File: config.mk
export PLATFORM = sky130hd
export DESIGN_NAME = pid_vel_ctrl
export DESIGN_NICKNAME = d
export VERILOG_FILES = /design/src/rtl/pid_pkg.sv /design/src/rtl/pid_mul.sv /design/src/rtl/pid_vel_ctrl.sv
export SDC_FILE = /design/constraint.sdc
export NUM_CORES = 1
export LEC_CHECK = 0
export CAP_MARGIN = 5
export CORE_ASPECT_RATIO = 0.8
export CORE_UTILIZATION = 55
export CTS_CLUSTER_DIAMETER = 30
export DETAILED_ROUTE_END_ITERATION = 16
export PLACE_DENSITY = 0.74
export SLEW_MARGIN = 20
export SYNTH_ARGS = -nofsm -noshare
export SYNTH_HDL_FRONTEND = slang
export SYNTH_SLANG_ARGS = --single-unit
File: constraint.sdc
create_clock -name CLK -period 7.5 [get_ports CLK]
set_input_delay 0.75 -clock CLK [delete_from_list [all_inputs] [get_ports CLK]]
set_output_delay 0.75 -clock CLK [all_outputs]
set_load 0.1 [all_outputs]
File: src/rtl/pid_pkg.sv
// Shared types and helpers for the PID velocity controller: FSM state encoding,
// derived-width calculators and a signed clamp.
package pid_pkg;

   typedef enum logic [2:0] {
      StIdle,
      StErr,
      StMp,
      StMi,
      StMd,
      StSum
   } pid_state_e;

   // Error width: difference of two unsigned W-bit values needs one extra sign bit.
   function automatic int unsigned calc_ew(input int unsigned w);
      return w + 1;
   endfunction

   // Integrator width holding +/-lim as a signed value.
   function automatic int unsigned calc_iw(input int unsigned lim);
      return $clog2(lim + 1) + 1;
   endfunction

   function automatic int unsigned max_u(input int unsigned a, input int unsigned b);
      return (a > b) ? a : b;
   endfunction

   // Three gain*operand products summed: two guard bits cover the carries.
   function automatic int unsigned calc_accw(input int unsigned gw, input int unsigned mw);
      return gw + mw + 2;
   endfunction

   function automatic int clamp(input int v, input int lo, input int hi);
      if (v < lo) return lo;
      if (v > hi) return hi;
      return v;
   endfunction

endpackage

File: src/rtl/pid_mul.sv
// Registered unsigned-gain by signed-operand multiply followed by a registered accumulate.
// 'first' marks the product that restarts the accumulation.
module pid_mul
   import pid_pkg::*;
#(
   parameter int unsigned GW   = 8,
   parameter int unsigned MW   = 13,
   parameter int unsigned ACCW = 23
) (
   input  logic                   CLK,
   input  logic                   RST,
   input  logic                   en,
   input  logic                   first,
   input  logic [GW-1:0]          a,
   input  logic signed [MW-1:0]   b,
   output logic signed [ACCW-1:0] acc
);

   logic signed [ACCW-1:0] a_ext;
   logic signed [ACCW-1:0] b_ext;
   logic signed [ACCW-1:0] prod_q;
   logic signed [ACCW-1:0] acc_q;
   logic                   pvld_q;
   logic                   first_q;

   assign a_ext = ACCW'(a);
   assign b_ext = ACCW'(b);

   always_ff @(posedge CLK or posedge RST) begin
      if (RST) begin
         prod_q  <= '0;
         acc_q   <= '0;
         pvld_q  <= 1'b0;
         first_q <= 1'b0;
      end else begin
         pvld_q  <= en;
         first_q <= first;
         if (en) begin
            prod_q <= a_ext * b_ext;
         end
         if (pvld_q) begin
            acc_q <= (first_q ? '0 : acc_q) + prod_q;
         end
      end
   end

   assign acc = acc_q;

endmodule

File: src/rtl/pid_vel_ctrl.sv
// Multi-cycle PID velocity controller sharing one multiplier across P, I and D terms.
// Define PID_SLEW_EN to limit the per-sample output change to SLEW_MAX.
module pid_vel_ctrl
   import pid_pkg::*;
#(
   parameter int unsigned W        = 9,
   parameter int unsigned GW       = 8,
   parameter int unsigned FRAC     = 4,
   parameter int unsigned OUT_MAX  = 511,
`ifdef PID_SLEW_EN
   parameter int unsigned I_LIM    = 4095,
   parameter int unsigned SLEW_MAX = 32
`else
   parameter int unsigned I_LIM    = 4095
`endif
) (
   input  logic          CLK,
   input  logic          RST,
   input  logic          sample_valid,
   input  logic [W-1:0]  setpoint,
   input  logic [W-1:0]  feedback,
   input  logic [GW-1:0] kp,
   input  logic [GW-1:0] ki,
   input  logic [GW-1:0] kd,
   input  logic          clr_int,
   output logic [W-1:0]  out_vel,
   output logic          out_valid,
   output logic          busy,
   output logic          sat
);

   localparam int unsigned EW   = calc_ew(W);
   localparam int unsigned DW   = EW + 1;
   localparam int unsigned IW   = calc_iw(I_LIM);
   localparam int unsigned MW   = max_u(IW, DW);
   localparam int unsigned ACCW = calc_accw(GW, MW);

   pid_state_e state_q, state_d;

   logic [W-1:0]           sp_q, fb_q;
   logic [GW-1:0]          kp_q, ki_q, kd_q;
   logic signed [EW-1:0]   e_q, e_prev_q, e_cur;
   logic signed [DW-1:0]   de_q, de_cur;
   logic signed [IW-1:0]   i_q, i_new;
   logic                   busy_q, fin_q, out_valid_q, sat_q;
   logic [W-1:0]           out_vel_q, y_clamp, vel_nxt;
   logic                   hold, sat_nxt;
   int                     y_int;

   logic                   accept, clear, err_en, mul_en, mul_first;
   logic [GW-1:0]          mul_a;
   logic signed [MW-1:0]   mul_b;
   logic signed [ACCW-1:0] acc;

   // busy_q also covers the output-register cycle after SUM, so IDLE alone does not admit.
   assign accept = (state_q == StIdle) && !busy_q && sample_valid && !clr_int;
   assign clear  = (state_q == StIdle) && !busy_q && clr_int;

   always_ff @(posedge CLK or posedge RST) begin
      if (RST) begin
         state_q <= StIdle;
      end else begin
         state_q <= state_d;
      end
   end

   always_comb begin
      state_d = state_q;
      unique case (state_q)
         StIdle:  if (accept) state_d = StErr;
         StErr:   state_d = StMp;
         StMp:    state_d = StMi;
         StMi:    state_d = StMd;
         StMd:    state_d = StSum;
         StSum:   state_d = StIdle;
         default: state_d = StIdle;
      endcase
   end

   always_comb begin
      err_en    = 1'b0;
      mul_en    = 1'b0;
      mul_first = 1'b0;
      mul_a     = '0;
      mul_b     = '0;
      unique case (state_q)
         StErr: err_en = 1'b1;
         StMp: begin
            mul_en    = 1'b1;
            mul_first = 1'b1;
            mul_a     = kp_q;
            mul_b     = MW'(e_q);
         end
         StMi: begin
            mul_en = 1'b1;
            mul_a  = ki_q;
            mul_b  = MW'(i_q);
         end
         StMd: begin
            mul_en = 1'b1;
            mul_a  = kd_q;
            mul_b  = MW'(de_q);
         end
         default: ;
      endcase
   end

   always_comb begin
      e_cur  = $signed({1'b0, sp_q}) - $signed({1'b0, fb_q});
      de_cur = {e_cur[EW-1], e_cur} - {e_prev_q[EW-1], e_prev_q};
      // Anti-windup: stop integrating further into a rail the output already sits on.
      hold   = ((out_vel_q == W'(OUT_MAX)) && (e_cur > 0)) || ((out_vel_q == '0) && (e_cur < 0));
      i_new  = hold ? i_q
                    : IW'(clamp(int'(i_q) + int'(e_cur), -int'(I_LIM), int'(I_LIM)));
      y_int   = int'(acc) >>> FRAC;
      y_clamp = W'(clamp(y_int, 0, int'(OUT_MAX)));
      sat_nxt = (y_int < 0) || (y_int > int'(OUT_MAX));
`ifdef PID_SLEW_EN
      vel_nxt = W'(int'(out_vel_q) + clamp(int'(y_clamp) - int'(out_vel_q),
                                           -int'(SLEW_MAX), int'(SLEW_MAX)));
`else
      vel_nxt = y_clamp;
`endif
   end

   always_ff @(posedge CLK or posedge RST) begin
      if (RST) begin
         sp_q        <= '0;
         fb_q        <= '0;
         kp_q        <= '0;
         ki_q        <= '0;
         kd_q        <= '0;
         e_q         <= '0;
         de_q        <= '0;
         e_prev_q    <= '0;
         i_q         <= '0;
         busy_q      <= 1'b0;
         fin_q       <= 1'b0;
         out_valid_q <= 1'b0;
         out_vel_q   <= '0;
         sat_q       <= 1'b0;
      end else begin
         fin_q       <= (state_q == StSum);
         out_valid_q <= fin_q;
         if (accept) begin
            sp_q   <= setpoint;
            fb_q   <= feedback;
            kp_q   <= kp;
            ki_q   <= ki;
            kd_q   <= kd;
            busy_q <= 1'b1;
         end
         if (clear) begin
            i_q      <= '0;
            e_prev_q <= '0;
         end
         if (err_en) begin
            e_q  <= e_cur;
            de_q <= de_cur;
            i_q  <= i_new;
         end
         if (fin_q) begin
            out_vel_q <= vel_nxt;
            sat_q     <= sat_nxt;
            e_prev_q  <= e_q;
            busy_q    <= 1'b0;
         end
      end
   end

   pid_mul #(
      .GW  (GW),
      .MW  (MW),
      .ACCW(ACCW)
   ) u_mul (
      .CLK  (CLK),
      .RST  (RST),
      .en   (mul_en),
      .first(mul_first),
      .a    (mul_a),
      .b    (mul_b),
      .acc  (acc)
   );

   assign out_vel   = out_vel_q;
   assign out_valid = out_valid_q;
   assign busy      = busy_q;
   assign sat       = sat_q;

endmodule

# --- After elaboration in Yosys (flattened, before gate mapping) ---
# Cells that the tools add are included.
op_classes:
  muxes: 28
  n_eq_ne: 8
  n_reduce_logical: 17
  order_cmp: 6
  addsub: 4
  mul: 1
ops:
  columns: ["operator", "n"]
  rows:
  - ["$mux W13", 7]
  - ["$pmux W13 S3", 1]
  - ["$mux W9", 3]
  - ["$pmux W8 S3", 1]
  - ["$add A23 B23 Y23", 1]
  - ["$mux W23", 1]
  - ["$mul A9 B13 Y22", 1]
  - ["$mux W10", 2]
  - ["$gt A19 B10 Y1 const B", 1]
  - ["$lt A19 B1 Y1 const B", 1]
  - ["$pmux W3 S5", 1]
  - ["$add A13 B10 Y14", 1]
  - ["$gt A14 B13 Y1 const B", 1]
  - ["$lt A14 B13 Y1 const B", 1]
  - ["$mux W1", 11]
  - ["$sub A10 B10 Y11", 1]
  - ["$gt A10 B1 Y1 const B", 1]
  - ["$lt A10 B1 Y1 const B", 1]
  - ["$sub A9 B9 Y10", 1]
  - ["$eq A9 B9 Y1 const B", 1]
  - ["$logic_not A9 Y1", 1]
  - ["$eq A3 B2 Y1 const B", 2]
  - ["$eq A3 B3 Y1 const B", 2]
  - ["$logic_and A1 B1 Y1", 6]
  - ["9 further kinds", 14]
totals:
  in_bits: 46
  ff_bits: 150
  elab_cells: 83
  output_inout_bits: 12

# --- Depth between registers and ports, before layout ---
# Gate-level depths: netlist of the first run.
depth:
  ltp_word: 9
  mapped_depth: 26
  depth_no_buf: 23

# --- Modules after synthesis ---
# Synthesis of the first run repeated with hierarchy kept, for this count alone.
unflattened:
  cells_unflattened: 1357
  hier_area_um2: 12854.8
by_module_without_submodules:
  columns: ["mod", "seq_area_each_um2", "n_inst", "area_each_um2", "cells_per_inst"]
  rows:
  - ["pid_mul", 1176.1, 1, 6840.3, 765]
  - ["pid_vel_ctrl", 2552.4, 1, 6014.5, 592]

# --- Least setup slack after synthesis of the first run ---
# No wires, ideal clock.
synth_timing:
  path_kind: "register to register"
  from: "reg state_q[2]"
  to: "reg u_mul.prod_q[20]"
  synth_period_minus_slack_ps: 5925
  setup_slack_ps: 1575
  stages_incl_launch_ff: 25
  setup_time_ps: 135
  arrival_time_ps: 5789
  required_time_ps: 7365
  path_buffers: 3
  path_cell_list: "dfrtp_1 -> nor2b_1 -> clkbuf_1 -> buf_1 -> a22oi_1 -> nor2_1 -> a21o_1 -> clkbuf_1 -> nand2_1 -> fa_1 -> inv_1 -> fa_1 -> fa_1 -> inv_1 -> fa_1 -> inv_1 -> ha_1 -> o21a_1 -> o21ai_0 -> o311ai_1 -> o41ai_1 -> o21ai_0 -> a21oi_1 -> xor2_1 -> o21ai_0"
synth_via:
  elab_chain_len: 3
  word_cells_on_any_way: 8
  cone_classes: "1 x mul; 3 x eq/ne; 3 x mux; 1 x reduce/logical"
synth_lines:
  columns: ["element", "line_no", "rtl"]
  rows:
  - ["start: declaration", "pid_vel_ctrl.sv:38", "pid_state_e state_q, state_d;"]
  - ["start signal: assignment", "pid_vel_ctrl.sv:61", "state_q <= StIdle;"]
  - ["start signal: assignment", "pid_vel_ctrl.sv:63", "state_q <= state_d;"]
  - ["$eq A3 B3 Y1 or $eq A3 B2 Y1 (tied branches)", "pid_vel_ctrl.sv:86", "unique case (state_q)"]
  - ["$pmux W8 S3, or another cell as far along", "pid_vel_ctrl.sv:86", null]
  - ["$mul A9 B13 Y22 or $mux W1 (tied branches)", "pid_mul.sv:39, pid_vel_ctrl.sv:86", null]
  - ["end signal: assignment", "pid_mul.sv:39", "prod_q <= a_ext * b_ext;"]
  - ["end: declaration", "pid_mul.sv:21", "logic signed [ACCW-1:0] prod_q;"]
# Parallel ways exist; a longest one is shown, timed or not.
# A chain may end at the register's enable or synchronous reset.

# --- Worst setup path in the final report of the first run ---
layout_timing:
  from: "reg state_q[1]"
  to: "reg u_mul.prod_q[20]"
# Same word-level chain as after synthesis.

==> results of run 1 <==
[placed cells by master (no fill, tap or decap), types with 5 or more instances in the layout]
master,netlist,final
o21bai_1,5,5
nor2_1,139,138
xnor2_1,32,32
and3_1,5,5
nor3b_1,5,5
nand2_1,122,122
a31oi_1,8,8
clkbuf_16,0,17
a211oi_1,8,8
fa_1,88,88
a22oi_1,19,19
xor2_1,18,18
nor2b_1,20,20
buf_4,0,15
or2_2,11,11
nand3b_1,5,5
dfrtp_1,149,148
o31ai_1,11,11
a21o_1,30,30
o21ai_0,63,63
nand3_1,12,12
mux2_2,65,65
or3_1,6,6
nand4_1,7,7
clkdlybuf4s50_1,0,57
o21a_1,16,16
inv_1,193,192
nor3_1,15,15
a221o_1,7,7
nand2b_1,21,21
ha_1,98,98
nor4_1,6,6
a21oi_1,90,88
[sequential cells by signal, summed over array words and instances, names as in the netlist]
| name | count |
|---|---|
| u_mul.prod_q | 22 |
| out_vel | 9 |
| e_prev_q | 10 |
| sp_q | 9 |
| sat | 1 |
| i_q | 13 |
| de_q | 11 |
| kd_q | 8 |
| u_mul.first_q | 1 |
| ki_q | 8 |
| fb_q | 9 |
| kp_q | 8 |
| e_q | 10 |
| u_mul.acc | 23 |
| fin_q | 1 |
| u_mul.pvld_q | 1 |
| busy | 1 |
| state_q | 3 |
| out_valid | 1 |
[metal layers]
layer	up-vias	routed length (um)	track usage, %
li1	4751	-	-
met1	4830	14400	39.1
met2	279	13000	42.6
met3	35	2230	7.01
met4	0	417	6.94
met5	-	0	0
[power breakdown]
group	internal, uW	total (uW)	switching (uW)
Combinational	21.1	40.7	19.6
Sequential	803	803	0
Clock	500	886	386
Total	1320	1730	406
[path summary, 6_finish.rpt]
kind | from | end | slack (ps) | cells past startpoint
setup / recovery | state_q[1]$_DFFE_PP0P_ | u_mul.prod_q[20]$_DFFE_PP0P_ | 890 | 22
hold / removal | u_mul.prod_q[3]$_DFFE_PP0P_ | u_mul.prod_q[3]$_DFFE_PP0P_ | 490 | 2
setup reg to reg | state_q[1]$_DFFE_PP0P_ | u_mul.prod_q[20]$_DFFE_PP0P_ | 890 | 22
hold reg to reg | u_mul.prod_q[3]$_DFFE_PP0P_ | u_mul.prod_q[3]$_DFFE_PP0P_ | 490 | 2
max in group asynchronous | RST | fin_q$_DFF_PP0_ | 5300 | 3
min in group asynchronous | RST | e_q[7]$_DFFE_PP0P_ | 800 | 2
[final cells by class]
type	count	area (um2)	area share (%)
clock buffers	17	425	3.01
clock inverters	15	173	1.22
inverters	194	733	5.19
multi-input cells	995	8010	56.6
flip-flops and latches	149	3730	26.4
well taps	306	383	2.71
repair buffers	72	683	4.83
[critical path, stage by stage, from the launching register on]
cell and delay, ps:
dfrtp_1 440, nor2b_1 180, buf_4 190, a22oi_1 190
nor2_1 60, a21oi_1 880, nand2b_1 240, fa_1 420
inv_1 80, fa_1 440, fa_1 570, inv_1 70
fa_1 540, inv_1 50, ha_1 380, o21a_1 140
o21ai_0 240, o311ai_1 180, o41ai_1 540, o21ai_0 180
a21oi_1 230, xor2_1 160, o21ai_0 80
[through the flow]
step | std cells | utilization [%] | setup slack, ps
4_1_cts | 1748 | 62.8 | 969
2_1_floorplan | 1382 | - | 1580
3_3_place_gp | 1716 | 60.1 | 1340
5_1_grt | 1748 | 62.8 | 316
3_5_place_dp | 1716 | 60.1 | 1060
6_report | 1748 | 62.8 | 889
[kinds of logic (layout without fill, tap and decap cells)]
group                      after synthesis  count (layout)  synth area share (%)
muxes                                   68              68                  6.04
AOI/OAI and AO/OA                      304             304                  16.1
buffers and inverters                  238             298                  7.10
and+or+nand+nor                        387             387                  14.0
adders and majority gates              186             186                  23.7
DFF                                    149             149                  29.5
xor gates and xnor gates                50              50                  3.47
==> impl_metrics.py, run 1 <==
metrics = {
    "run_status": {
        "status": "complete, no violations",
    },
    "floorplanning": {
        "core-area_um2": 22500,
        "num_io_pins": 58,
        "die_width_um": 171,
        "rows": 49,
        "die_area_um2": 23600,
        "die_h_um": 137,
        "initial_core_util_pct": 56.1,
    },
    "place": {
        "gp_congestion": 0.929,
        "hpwl_um": 23300,
        "post_dp_cell_area_um2": 13500,
        "io_buffers": 57,
    },
    "power": {
        "peakVddDrop_v": 0.000149,
        "power.density_nw_per_um2": 122,
        "leakagePower_uw": 0.00722,
        "finalPower_uw": 1730,
    },
    "timing": {
        "grt_setup_unrepaired": "no",
        "worst_pin_slew_ps": 1150,
        "min_period_over_period_pct": 88.1,
        "max_freq_ghz": 0.151,
        "fin_setup_tns_ps": 0,
        "maxSlewHeadroom_pct": 23.1,
        "drv_slew": 0,
        "min_period_ps": 6610,
        "fin_worst_skew_ps": 15.6,
        "setup_viol": 0,
        "holdWs_ps": 491,
        "final_hold_viol_count": 0,
    },
    "worst_setup_path": {
        "worstSetupPathType": "register to register",
        "worstSetupEndpointType": "register",
        "required_ps": 7820,
        "arrival_ps": 6930,
        "crit_fanout": 13,
        "cp-start-kind": "register",
    },
    "global_routing": {
        "grt_max_degree": 80,
        "grt.total_usage_pct": 27.7,
        "antenna_found_initial": 0,
        "grt_pass1_wl_um": 49900,
        "grt_pass1_vias": 9887,
        "grt-ovfl-total": 0,
    },
    "run": {
        "drv_cap": 0,
    },
    "drt": {
        "antenna_left": 0,
        "drc": 0,
        "initialDrtViolationCount": 864,
        "num_vias": 9895,
        "via_per_inst": 5.66,
        "detail_route.wl_per_cell_um": 17.2,
        "dr.pass1.iters": 5,
        "totalWireLength_um": 30000,
    },
    "finish": {
        "fin_area_um2": 14100,
        "diodes": 0,
        "fill_cells": 1896,
        "final_nets": 1661,
        "drive_gt1_share_pct": 9.78,
        "areaGrowthSynthToFinish_pct": 12.0,
    },
    "cts": {
        "cts_setup_buffers": 0,
        "clock_sinks": 149,
        "cts_buffer_depth": 2,
        "cts_resized": 0,
        "path_clk_slew_ps": 70,
        "htreeDepth": 4,
        "cts_hold_buf": 0,
        "worstSkewPairLatency_ps": 450,
        "cts_tree": "built",
        "cts-root-buf": "clkbuf_16",
        "cts_buffers": 17,
    },
    "yosys": {
        "async_flop_share_pct": 100,
        "synth_top_area_cell": "dfrtp_1",
        "synth_edf_count": 0,
        "synth_common_cells": "193 x inv_1, 149 x dfrtp_1, 139 x nor2_1",
        "syn_nets": 1614,
        "yosysMostFrequentCell": "inv_1",
        "synth.avg_cell_area_um2": 9.13,
        "syn_inst": 1382,
        "synth-seq-area-share_pct": 29.5,
        "ys_types": 73,
        "synth_top_cell_area_share_pct": 29.5,
        "synthFlopType": "dfrtp_1",
        "netlist_area_um2": 12600,
        "synthTopCellsByArea": "dfrtp_1 30%, fa_1 14%, ha_1 9.7%",
        "synth_seq_cells": 149,
        "yosys_warnings": 0,
    },
    "hold_path": {
        "min-delay-path-class": "register to register",
    },
}
Note: power is estimated with default switching activity, not from simulation.
==> inputs of run 2 (changes only) <==
Settings changed: CTS_CLUSTER_DIAMETER 30 to 150.
==> results of run 2 <==
Same layout as run 1: the final DEF is identical, and so are final timing and power.
==> RTL edit (settings of run 2) <==
The 6 states of `pid_state_e` get a one-hot encoding in 6 bits.
--- a/src/rtl/pid_pkg.sv
+++ b/src/rtl/pid_pkg.sv
@@ -2,13 +2,13 @@
 // derived-width calculators and a signed clamp.
 package pid_pkg;
 
-   typedef enum logic [2:0] {
-      StIdle,
-      StErr,
-      StMp,
-      StMi,
-      StMd,
-      StSum
+   typedef enum logic [5:0] {
+      StIdle = 6'b000001,
+      StErr  = 6'b000010,
+      StMp   = 6'b000100,
+      StMi   = 6'b001000,
+      StMd   = 6'b010000,
+      StSum  = 6'b100000
    } pid_state_e;
 
    // Error width: difference of two unsigned W-bit values needs one extra sign bit.
Function: same outputs for any inputs over 4 cycles, from zero or initial values and one cycle with RST high; so few cycles prove little.
==> RTL edit against run 2 <==
Wire length is 5.9% lower. Critical path depth is 1 lower. First-iteration DRC count is 1.3% lower. Critical endpoint is now u_mul.prod_q[21]. Utilization is 1.2 points higher. Synthesized area is 1.5% lower. Non-clock buffer count is 2 higher. Setup slack worse by 0.18 ns. Design area is 1.0% lower. Hold slack worse by 0.0069 ns. Sequential cell count is 3 higher.
Power is not compared: it rests on default switching activity, and its combinational part moved more than twofold at a synthesized area within 25%.
==> RTL edit: results (changes against run 2) <==
The flow ran to the end, and the final reports show no timing, DRC or antenna violations. In this run the critical register-to-register path is captured at u_mul.prod_q[21]. The share of cells above drive strength 1 was 9.68% (-0.10 points); the internal power contribution was 2.58 mW.

Routed via count: 9690 (-2.1%). The pre-CTS setup slack is 0.819 ns (-0.243 ns), and the met1 usage in global routing is 38.7% (-0.40 points). The starting DRC count in detailed routing was 853 (-1.3%); the average routed wire per standard cell was 16.4 um (-4.7%). The tools report the final setup skew as 0.0125 ns (-0.00316 ns). Post-route non-filler standard cell count: 1726 (-1.3%).

The length of routed wiring on met1 came out at 13.6 mm (-5.9%). The logs give 26.7% (-0.99 points) for the global router's overall resource usage and 7.09 ns (+0.16 ns) for the critical path arrival. The logs give 1.93 mm (-13%) for the met3 wire length and 2 (unchanged) for the buffer levels on the longest clock path.

The tools report the wire length of the first global-routing pass as 48.4 mm (-3.1%). Worst setup path startpoint: state_q[4]. The worst hold-check slack came out at 0.484 ns (-0.00693 ns).

For hold timing, the worst endpoint is u_mul.prod_q[5]. The critical-path maximum fanout is 21 (+8), and the number of unique standard cell types used by synthesis is 72 (-1.4%). The placed standard-cell area is 13400 um2 (-1.1%), and the global routing usage on met3 is 4.98% (-2.0 points). The number of gates resized after CTS was 0 (unchanged); the part of the Yosys area used for sequential elements was 30.6% (+1.1 points). After synthesis, the cell types taking the most area are sky130_fd_sc_hd__dfrtp_1 30%, sky130_fd_sc_hd__fa_1 14%, sky130_fd_sc_hd__ha_1 9.9%, sky130_fd_sc_hd__inv_1 5.9%, sky130_fd_sc_hd__mux2_2 5.0%. The worst hold path begins at u_mul.prod_q[5]. The normalized max-slew margin was 24.8% (+1.7 points); the post-synthesis area per instance was 9.15 um2 (+0.16%). The minimum setup slack among reg-to-reg paths is 0.71 ns (-0.18 ns), and the number of nets in the synthesized netlist is 1591 (-1.4%). The post-detailed-placement half-perimeter wirelength was 21.7 mm (-6.7%); the multiplexer area fraction after synthesis was 5.44% (-0.60 points). Met2 track demand over resource in global routing: 41.0% (-1.6 points). Count of cells along the worst register-to-register path: 21 (-4.5%). The number of fillers in the final layout is 1830 (-3.5%), and the CTS clock-pin slew for the worst setup and hold paths is 0.06 ns. The fraction of the mapped netlist area in adder cells came out at 24.3% (+0.60 points). The met2 layer wire length in the routed design was 12.3 mm (-5.1%); the fraction of the mapped netlist area in compound gates was 13.8% (-2.3 points). The total number of yosys warnings came out at 0 (unchanged).
[RTL edit: cell types whose count changed after synthesis, sizes merged, moves of 5 or more]
cell,run 2,this run
o21ai,67,83
and2,2,12
o31ai,12,3
a21o,30,14
a21oi,90,59
a2111oi,6,0
mux2,65,55
a222oi,0,11
o21bai,5,10
a22oi,19,8
nand2,122,147
clkbuf,37,30
nor2,139,128
[RTL edit: power groups by stage]
stage | Combinational [mW] | Sequential (mW) | Clock (mW)
after detailed placement | 2.48 | 1.22 | 0
final | 2.57 | 1.21 | 0.904
after floorplan | 1.88 | 1.15 | 0
after global routing | 2.83 | 1.23 | 0.948
after global placement | 2.39 | 1.22 | 0
after CTS | 2.52 | 1.20 | 0.915
[RTL edit: critical path: stages, from the launching register on]
cell and delay [ns]:
sky130_fd_sc_hd__dfrtp_1 0.41, sky130_fd_sc_hd__nor2_1 0.25, sky130_fd_sc_hd__and4b_1 0.77, sky130_fd_sc_hd__a22oi_1 0.22, sky130_fd_sc_hd__and2_0 0.39, sky130_fd_sc_hd__or2_2 0.38, sky130_fd_sc_hd__fa_1 0.51, sky130_fd_sc_hd__inv_1 0.05
sky130_fd_sc_hd__fa_1 0.48, sky130_fd_sc_hd__fa_1 0.49, sky130_fd_sc_hd__inv_1 0.05, sky130_fd_sc_hd__fa_1 0.52, sky130_fd_sc_hd__inv_1 0.04, sky130_fd_sc_hd__ha_1 0.33, sky130_fd_sc_hd__o21a_1 0.13, sky130_fd_sc_hd__o2111ai_1 0.18
sky130_fd_sc_hd__o221ai_1 0.24, sky130_fd_sc_hd__o311ai_1 0.60, sky130_fd_sc_hd__nor3_1 0.13, sky130_fd_sc_hd__nor3_1 0.25, sky130_fd_sc_hd__xnor2_1 0.15, sky130_fd_sc_hd__a21oi_1 0.08
[RTL edit: final cells by class]
type | instances | area [um2] | share of cell area [%]
flip-flops and latches | 152 | 3800 | 27.2
clock inverters | 13 | 155 | 1.11
multi-input cells | 969 | 7750 | 55.4
well taps | 300 | 375 | 2.68
repair buffers | 74 | 696 | 4.97
clock buffers | 19 | 453 | 3.24
inverters | 199 | 752 | 5.37
[RTL edit: how the worst max path moves through the flow]
| stage | to | slack (ns) |
|---|---|---|
| after floorplan | u_mul.prod_q[18] | 1.33 |
| after global placement | u_mul.prod_q[18] | 1.10 |
| after detailed placement | u_mul.prod_q[21] | 0.82 |
| after CTS | u_mul.prod_q[21] | 0.79 |
| after global routing | u_mul.prod_q[19] | 0.27 |
| final | u_mul.prod_q[21] | 0.71 |
[RTL edit: cells by family after synthesis]
logic type | Yosys count
compound gates | 263
xor+xnor | 54
fa+ha+maj | 189
buf+inv | 238
flops | 152
mux | 59
simple gates | 404
